[src/rtl/hazard_scoreboard_if.sv]
// hazard_scoreboard_if: ID-stage request and hazard/forwarding response bundle.
// The master side is the ID stage, the slave side is the scoreboard.
interface hazard_scoreboard_if #(
    parameter int REG_AW  = 4,
    parameter int NUM_SRC = 2,
    parameter int DEPTH   = 2,
    parameter int CNT_W   = 16
);
    localparam int SELW = $clog2(DEPTH + 1);

    logic                      forward_en;
    logic                      issue_valid;
    logic [NUM_SRC*REG_AW-1:0] src_addr;
    logic [NUM_SRC-1:0]        src_used;
    logic                      id_wb_en;
    logic [REG_AW-1:0]         id_dest;
    logic                      id_mem_read;
    logic                      flush;
    logic                      mem_stall;
    logic                      hazard;
    logic [NUM_SRC*SELW-1:0]   fwd_sel;
    logic [CNT_W-1:0]          stall_cycles;

    modport master (
        output forward_en, issue_valid, src_addr, src_used,
               id_wb_en, id_dest, id_mem_read, flush, mem_stall,
        input  hazard, fwd_sel, stall_cycles
    );

    modport slave (
        input  forward_en, issue_valid, src_addr, src_used,
               id_wb_en, id_dest, id_mem_read, flush, mem_stall,
        output hazard, fwd_sel, stall_cycles
    );
endinterface

[src/rtl/hazard_scoreboard.sv]
// hazard_scoreboard: tracks in-flight destination registers between ID and
// write-back, raises the ID stall request and picks a forwarding source per
// operand. Entry 0 is the youngest (EXE), entry DEPTH-1 the oldest.
module hazard_scoreboard #(
    parameter int REG_AW   = 4,
    parameter int NUM_SRC  = 2,
    parameter int DEPTH    = 2,
    parameter int LOAD_LAT = 1,
    parameter int CNT_W    = 16
) (
    input  logic               clk,
    input  logic               rst,
    hazard_scoreboard_if.slave bus
);
    localparam int SELW = $clog2(DEPTH + 1);

    logic [DEPTH-1:0]              r_valid;
    logic [DEPTH-1:0]              r_wb_en;
    logic [DEPTH-1:0]              r_mem_read;
    logic [DEPTH-1:0][REG_AW-1:0]  r_dest;
    logic [CNT_W-1:0]              r_stall_cnt;

    logic [NUM_SRC-1:0][DEPTH-1:0] w_live;
    logic [DEPTH-1:0]              w_unfwd;
    logic                          w_dep_any;
    logic                          w_dep_load;
    logic                          w_hazard;
    logic                          w_issue;
    logic [NUM_SRC*SELW-1:0]       w_fwd_sel;

    // Entries holding a load whose data is still inside the load-to-use window.
    always_comb begin
        w_unfwd = '0;
        for (int unsigned k = 0; k < DEPTH; k++) begin
            w_unfwd[k] = (k < unsigned'(LOAD_LAT)) & r_mem_read[k];
        end
    end

    // Per source, which tracker entries produce the register it reads.
    always_comb begin
        w_live = '0;
        for (int unsigned i = 0; i < NUM_SRC; i++) begin
            for (int unsigned k = 0; k < DEPTH; k++) begin
                w_live[i][k] = r_valid[k] & r_wb_en[k] & bus.src_used[i] &
                               (r_dest[k] == bus.src_addr[i*REG_AW +: REG_AW]);
            end
        end
    end

    // Stall request: any dependency without forwarding, only unready loads with it.
    always_comb begin
        w_dep_any  = 1'b0;
        w_dep_load = 1'b0;
        for (int unsigned i = 0; i < NUM_SRC; i++) begin
            w_dep_any  = w_dep_any  | (|w_live[i]);
            w_dep_load = w_dep_load | (|(w_live[i] & w_unfwd));
        end
        w_hazard = bus.issue_valid & ~bus.flush &
                   (bus.forward_en ? w_dep_load : w_dep_any);
        w_issue  = bus.issue_valid & ~w_hazard & ~bus.flush;
    end

    // Forward select: scan oldest to youngest so the youngest match overwrites.
    always_comb begin
        w_fwd_sel = '0;
        if (bus.forward_en && !w_hazard) begin
            for (int unsigned i = 0; i < NUM_SRC; i++) begin
                for (int unsigned k = DEPTH; k > 0; k--) begin
                    if (w_live[i][k-1]) begin
                        w_fwd_sel[i*SELW +: SELW] = SELW'(k);
                    end
                end
            end
        end
    end

    // Tracker shift: frozen on mem_stall, otherwise advance and load ID or a bubble.
    always_ff @(posedge clk or negedge rst) begin
        if (!rst) begin
            r_valid    <= '0;
            r_wb_en    <= '0;
            r_mem_read <= '0;
            r_dest     <= '0;
        end else if (!bus.mem_stall) begin
            for (int unsigned k = 1; k < DEPTH; k++) begin
                r_valid[k]    <= r_valid[k-1];
                r_wb_en[k]    <= r_wb_en[k-1];
                r_mem_read[k] <= r_mem_read[k-1];
                r_dest[k]     <= r_dest[k-1];
            end
            r_valid[0]    <= w_issue;
            r_wb_en[0]    <= bus.id_wb_en;
            r_mem_read[0] <= bus.id_mem_read;
            r_dest[0]     <= bus.id_dest;
        end
    end

    // Saturating count of cycles the ID stage was actually held.
    always_ff @(posedge clk or negedge rst) begin
        if (!rst) begin
            r_stall_cnt <= '0;
        end else if (w_hazard && !bus.mem_stall && (r_stall_cnt != '1)) begin
            r_stall_cnt <= r_stall_cnt + 1'b1;
        end
    end

    assign bus.hazard       = w_hazard;
    assign bus.fwd_sel      = w_fwd_sel;
    assign bus.stall_cycles = r_stall_cnt;
endmodule

[src/flat_wrapper.sv]
// flat-port wrapper written by rule: the top's interface ports become plain ports
module hazard_scoreboard_flat 
#(
    parameter int REG_AW   = 4,
    parameter int NUM_SRC  = 2,
    parameter int DEPTH    = 2,
    parameter int LOAD_LAT = 1,
    parameter int CNT_W    = 16
)
  (clk, rst, bus_forward_en, bus_issue_valid, bus_src_addr, bus_src_used, bus_id_wb_en, bus_id_dest, bus_id_mem_read, bus_flush, bus_mem_stall, bus_hazard, bus_fwd_sel, bus_stall_cycles);
  hazard_scoreboard_if #(.REG_AW(REG_AW), .NUM_SRC(NUM_SRC), .DEPTH(DEPTH), .CNT_W(CNT_W)) bus_i ();
  input  logic clk;
  input  logic rst;
  input wire logic [$bits(bus_i.forward_en)-1:0] bus_forward_en;
  input wire logic [$bits(bus_i.issue_valid)-1:0] bus_issue_valid;
  input wire logic [$bits(bus_i.src_addr)-1:0] bus_src_addr;
  input wire logic [$bits(bus_i.src_used)-1:0] bus_src_used;
  input wire logic [$bits(bus_i.id_wb_en)-1:0] bus_id_wb_en;
  input wire logic [$bits(bus_i.id_dest)-1:0] bus_id_dest;
  input wire logic [$bits(bus_i.id_mem_read)-1:0] bus_id_mem_read;
  input wire logic [$bits(bus_i.flush)-1:0] bus_flush;
  input wire logic [$bits(bus_i.mem_stall)-1:0] bus_mem_stall;
  output wire logic [$bits(bus_i.hazard)-1:0] bus_hazard;
  output wire logic [$bits(bus_i.fwd_sel)-1:0] bus_fwd_sel;
  output wire logic [$bits(bus_i.stall_cycles)-1:0] bus_stall_cycles;
  assign bus_i.forward_en = bus_forward_en;
  assign bus_i.issue_valid = bus_issue_valid;
  assign bus_i.src_addr = bus_src_addr;
  assign bus_i.src_used = bus_src_used;
  assign bus_i.id_wb_en = bus_id_wb_en;
  assign bus_i.id_dest = bus_id_dest;
  assign bus_i.id_mem_read = bus_id_mem_read;
  assign bus_i.flush = bus_flush;
  assign bus_i.mem_stall = bus_mem_stall;
  assign bus_hazard = bus_i.hazard;
  assign bus_fwd_sel = bus_i.fwd_sel;
  assign bus_stall_cycles = bus_i.stall_cycles;
  hazard_scoreboard #(.REG_AW(REG_AW), .NUM_SRC(NUM_SRC), .DEPTH(DEPTH), .LOAD_LAT(LOAD_LAT), .CNT_W(CNT_W)) u_core (.clk(clk), .rst(rst), .bus(bus_i));
endmodule
[config.mk]
export PLATFORM = sky130hd
export DESIGN_NAME = hazard_scoreboard_flat
export DESIGN_NICKNAME = d
export VERILOG_FILES = /design/src/rtl/hazard_scoreboard_if.sv /design/src/rtl/hazard_scoreboard.sv /design/src/flat_wrapper.sv
export SDC_FILE = /design/constraint.sdc
export NUM_CORES = 1
export LEC_CHECK = 0
export CAP_MARGIN = 20
export CORE_MARGIN = 1
export CORE_UTILIZATION = 50
export CTS_CLUSTER_DIAMETER = 60
export DETAILED_ROUTE_END_ITERATION = 16
export GPL_TIMING_DRIVEN = 1
export PLACE_DENSITY = 0.93
export SLEW_MARGIN = 20
export SYNTH_ARGS = -nofsm -noshare
export SYNTH_HDL_FRONTEND = slang
export SYNTH_SLANG_ARGS = --single-unit
[constraint.sdc]
create_clock -name clk -period 3.7 [get_ports clk]
set_input_delay 0.74 -clock clk [delete_from_list [all_inputs] [get_ports clk]]
set_output_delay 0.74 -clock clk [all_outputs]
set_load 0.02 [all_outputs]
-- Word-level counts from Yosys, hierarchy flattened
Cells that the tools add are included.
W data, S select, Z words.
- $add $sub $neg: 1
- eq/ne operators: 5
- multiplexer cells: 6
- bitwise operators: 20
- reductions and logical operators: 9
- operators by type and width (kind ; number):
    $add A16 B1 Y16 const B ; 1
    $eq A4 B4 Y1 ; 4
    $ne A16 B16 Y1 const B ; 1
    $and A1 B1 Y1 ; 14
    $mux W2 ; 4
    $reduce_or A2 Y1 ; 4
    $and A2 B1 Y2 ; 2
    $mux W4 ; 1
    $logic_and A1 B1 Y1 ; 3
    $logic_not A1 Y1 ; 2
    $not A1 Y1 ; 2
    $or A1 B1 Y1 ; 2
    $mux W1 ; 1
- register bits after elaboration: 29
- input port bits: 22
- output and inout port bits: 21
- logic and storage cells: 47

-- Logic depth before layout (Yosys ltp)
- depth after elaboration: 11
- gate-level depth with buffers: 8
- mapped depth without buffers: 6

-- Least setup slack after synthesis
Ideal clock, no wire load.
- path type: input to output
- start point: input bus_src_addr[6]
- end point: output bus_hazard
- data arrival time: 1.933 ns
- required time: 2.960 ns
- path slack: 1.027 ns
- stages: 5
- buffers on the path: 0
- cell sequence: xnor2_1 > or3b_1 > o2bb2a_4 > and2_4 > nor2_1
- longest elaborated chain between the ends: 7
- elaborated cells on any way between the ends: 11
- classes of those cells: eq/ne (2); mux (1); bitwise (6); reduce/logical (2)
- RTL lines (element ; line ; RTL):
    start: declaration ; flat_wrapper.sv:16 ; input wire logic [$bits(bus_i.src_addr)-1:0] bus_src_addr;
    $eq A4 B4 Y1 ; hazard_scoreboard.sv:45 ; (r_dest[k] == bus.src_addr[i*REG_AW +: REG_AW]);
    $and A1 B1 Y1 ; hazard_scoreboard.sv:44 ; w_live[i][k] = r_valid[k] & r_wb_en[k] & bus.src_used[i] &
    $and A2 B1 Y2 ; hazard_scoreboard.sv:56 ; w_dep_load = w_dep_load | (|(w_live[i] & w_unfwd));
    $reduce_or A2 Y1 ; hazard_scoreboard.sv:56 ;
    $or A1 B1 Y1 ; hazard_scoreboard.sv:56 ;
    $mux W1 * ; hazard_scoreboard.sv:59 ; (bus.forward_en ? w_dep_load : w_dep_any);
    $and A1 B1 Y1 * ; hazard_scoreboard.sv:58 ; w_hazard = bus.issue_valid & ~bus.flush &
    end: declaration ; flat_wrapper.sv:23 ; output wire logic [$bits(bus_i.hazard)-1:0] bus_hazard;
Mark *: on every way between the ends. The rest lies on a longest branch, timed or not.

-- Worst setup path after layout
- start point: input bus_src_addr[2]
- end point: output bus_fwd_sel[3]
- longest elaborated chain between the ends: 10
- elaborated cells on any way between the ends: 14
- classes of those cells: eq/ne (2); mux (2); bitwise (6); reduce/logical (4)
- RTL lines (element ; line ; RTL):
    $eq A4 B4 Y1 ; hazard_scoreboard.sv:45 ;
    $and A1 B1 Y1 ; hazard_scoreboard.sv:44 ;
    $and A2 B1 Y2 ; hazard_scoreboard.sv:56 ;
    $reduce_or A2 Y1 ; hazard_scoreboard.sv:56 ;
    $or A1 B1 Y1 ; hazard_scoreboard.sv:56 ;
    $mux W1 * ; hazard_scoreboard.sv:59 ;
    $and A1 B1 Y1 * ; hazard_scoreboard.sv:58 ;
    $logic_not A1 Y1 * ; hazard_scoreboard.sv:66 ; if (bus.forward_en && !w_hazard) begin
    $logic_and A1 B1 Y1 * ; hazard_scoreboard.sv:66 ;
    $mux W4 * ; hazard_scoreboard.sv:66 ;
    end: declaration ; flat_wrapper.sv:24 ; output wire logic [$bits(bus_i.fwd_sel)-1:0] bus_fwd_sel;
Marks and branches as above.

==> metrics.yaml <==
setup_path:
  cp_slowest_cell: "clkdlybuf4s50_1"
  rr_endpoint: "u_core.bus.stall_cycles[1]$_DFFE_PN0P_"
  crit_type: "primary input to output pin"
  path_delay_family: "buffers and inverters"
  path_cells: "clkdlybuf4s50_1 -> xnor2_1 -> nand3_1 -> or3b_2 -> o211a_1 -> clkdlybuf4s50_1"
  cp.buffers_inverters: 2
  worstPathArrival_ns: 2.83
  cp.depth: 6
  r2r_setup_slack_ns: 1.51
  worstSetupStartpointType: "primary input"
  r2r_start: "u_core.r_dest[6]$_DFFE_PN0N_"
  crit_path_end: "bus_fwd_sel[3]"
  critPathMaxFanout: 3
  critPathLaunch: "bus_src_addr[2]"
  max_stage_delay_ns: 0.53
  cp_data_required_time_ns: 2.96
  cp_common_cell: "clkdlybuf4s50_1"
  ff2ff_path_depth: 5
  endpoint_kind: "output pin"
yosys:
  ys_warn_count: 0
  synth-edff-count: 0
  synthFlopType: "dfrtp_1"
  yosysTopAreaCellShare_pct: 45.53
  synth.ff_latch_count: 29
  synth_nets: 163
  yosysSeqAreaShare_pct: 45.53
  yosys.area.top_type: "dfrtp_1"
  synth.most_common_cell: "dfrtp_1"
  netlist_area_mm2: 0.001594
  synth_commonest_cells: "dfrtp_1 (29), xnor2_1 (19), mux2_2 (13)"
  avgSynthCellArea_um2: 11.39
  yosys-top-cells-area: "dfrtp_1 (46%), xnor2_1 (10%), mux2_2 (9.2%)"
  yosysUniqueCellTypes: 36
  async_reset_ff_share_pct: 100.0
  synth_cells: 140
clock_network:
  holdBufCountCts: 0
  clk_latency_ns: 0.33
  cts_tree: "done"
  cts_resized: 0
  clock_path_buffers: 2
  cts_max_level: 2
  cts_buffers: 5
  tritoncts_num_sinks: 29
  clk_pin_slew_ns: 0.08
  cts-root-buf: "clkbuf_4"
  post_cts_buffers: 0
pwr:
  p_sw_share_pct: 25.49
  p_int_uw: 487.2
  switching_power_uw: 166.6
  p_seq_share_pct: 54.4
  vdd_drop_max_v: 0.0002024
  clkPwrFrac_pct: 29.2
  cellPowerDensity_mw_per_mm2: 307.4
  comb_power_share_pct: 16.4
  power_leakage_uw: 0.0009221
drt:
  drt-wirelength-per-cell_um: 14.97
  firstDrtPassIters: 4
  antenna_left: 0
  routed_via_density: 5.496
  drtIter0Drc: 55
  routed_wl_mm: 3.473
  drc: 0
  dr_total_vias: 1275
global_route:
  grt_pass1_wl_mm: 5.968
  first_global_vias: 1301
  grt_start_max_net_pins: 30
  overflow: 0
  antenna_found_initial: 0
  grt_usage_pct: 23.75
layout:
  fin_util_pct: 70.25
  drive_gt1_share_pct: 18.09
  syn_to_final_growth_pct: 33.44
  final_nets: 211
  nFillCells: 220
  diodes: 0
status:
  status: "finished, final reports clean"
timing:
  final_hold_viol_count: 0
  fin_crit_sh_pct: 96.62
  rsz0062_at_grt: "false"
  maxSlewViolCount: 0
  fin_crit_ns: 3.575
  tightest_slew_ns: 0.5970
  tns_ns: 0
  slew_headroom_pct: 60.20
  max_freq_ghz: 0.2797
  setup_violations: 0
  fin_skew_ns: 0.007272
floorplanning:
  fp.coreArea_mm2: 0.003028
  dieArea_mm2: 0.003418
  die_w_um: 58.46
  pin_count: 43
  rows: 20
  start_util_pct: 52.64
  die_h_um: 58.46
placement:
  hpwl_mm: 2.737
  placement.io_buffers: 42
  gp_congestion: 0.8933
flow_run:
  maxCapViolations: 0
min_path:
  hp-start: "u_core.bus.stall_cycles[13]$_DFFE_PN0P_"
  hold_class: "flip-flop to flip-flop"
-- layout by cell type, fill, tap and decap left out, types with 2 or more instances in the layout --
master / synthesis / layout
xor2_1: 11 / 11
nor3_1: 5 / 5
mux2_2: 13 / 13
and3_2: 3 / 3
nor2_1: 5 / 5
dfrtp_1: 29 / 29
nand3_1: 12 / 12
clkbuf_4: 0 / 5
clkdlybuf4s50_1: 0 / 41
xnor2_1: 19 / 19
and2_1: 2 / 2
buf_4: 1 / 2
and4_1: 2 / 2
nand2_1: 5 / 5
and3_1: 6 / 6
nand4_1: 4 / 4
-- worst min path at each step --
| stage | to | slack, ns | cells after the start |
|---|---|---|---|
| floorplan | u_core.bus.stall_cycles[0]$_DFFE_PN0P_ | 0.44 | 0 |
| global placement | u_core.bus.stall_cycles[10]$_DFFE_PN0P_ | 0.47 | 1 |
| detailed placement | u_core.bus.stall_cycles[10]$_DFFE_PN0P_ | 0.48 | 1 |
| CTS | u_core.bus.stall_cycles[10]$_DFFE_PN0P_ | 0.49 | 1 |
| global route | u_core.bus.stall_cycles[13]$_DFFE_PN0P_ | 0.52 | 1 |
| finish | u_core.bus.stall_cycles[13]$_DFFE_PN0P_ | 0.49 | 1 |
-- power by group through the flow --
stage                     Sequential (µW)  Clock, µW  Combinational [µW]
after global placement                360          0                 102
after CTS                             356        199                 108
after floorplan                       358          0                57.7
after detailed placement              362          0                 108
after global routing                  359        213                 117
final                                 355        191                 107
-- routing by layer --
layer,global-route usage [%],part of all wire (%)
met5,0,0
met4,15.65,3.2
met3,4.615,6.2
met2,38.75,51
met1,28.67,39
-- cells by family after synthesis --
kind of cell	after synthesis	synth area share, %
buffers and inverters	3	0.9423
AOI/OAI and AO/OA	7	4.867
xor gates and xnor gates	31	17.50
adders and majority gates	1	0.7848
muxes	13	9.184
and+or+nand+nor	56	21.19
DFF	29	45.53
-- state kept, by name, indices dropped and copies added, names as in the netlist --
register / cells
u_core.bus.stall_cycles: 16
u_core.r_valid: 2
u_core.r_dest: 8
u_core.r_mem_read: 1
u_core.r_wb_en: 2
-- through the flow --
stage               instances  hold WS, ns  power [µW]  setup WS (ns)  instance area [µm²]
global route              232       0.5224       688.7        0.05971                 2127
finish                    232       0.4906       653.8         0.1251                 2127
floorplan                 140       0.4444       415.8          1.027                 1594
global placement          225       0.4736       462.4         0.1055                 2069
detailed placement        225       0.4811       469.5        0.04653                 2069
CTS                       232       0.4930       662.8        0.04463                 2125
-- layout make-up --
type / instances / area, µm² / share of cell area (%)
clock buffers: 7 / 55.05 / 2.588
multi-input cells: 108 / 853.3 / 40.12
flip-flops and latches: 29 / 725.7 / 34.12
well taps: 44 / 55.05 / 2.588
repair buffers: 44 / 437.9 / 20.59
Note: power is estimated with default switching activity, not from simulation.
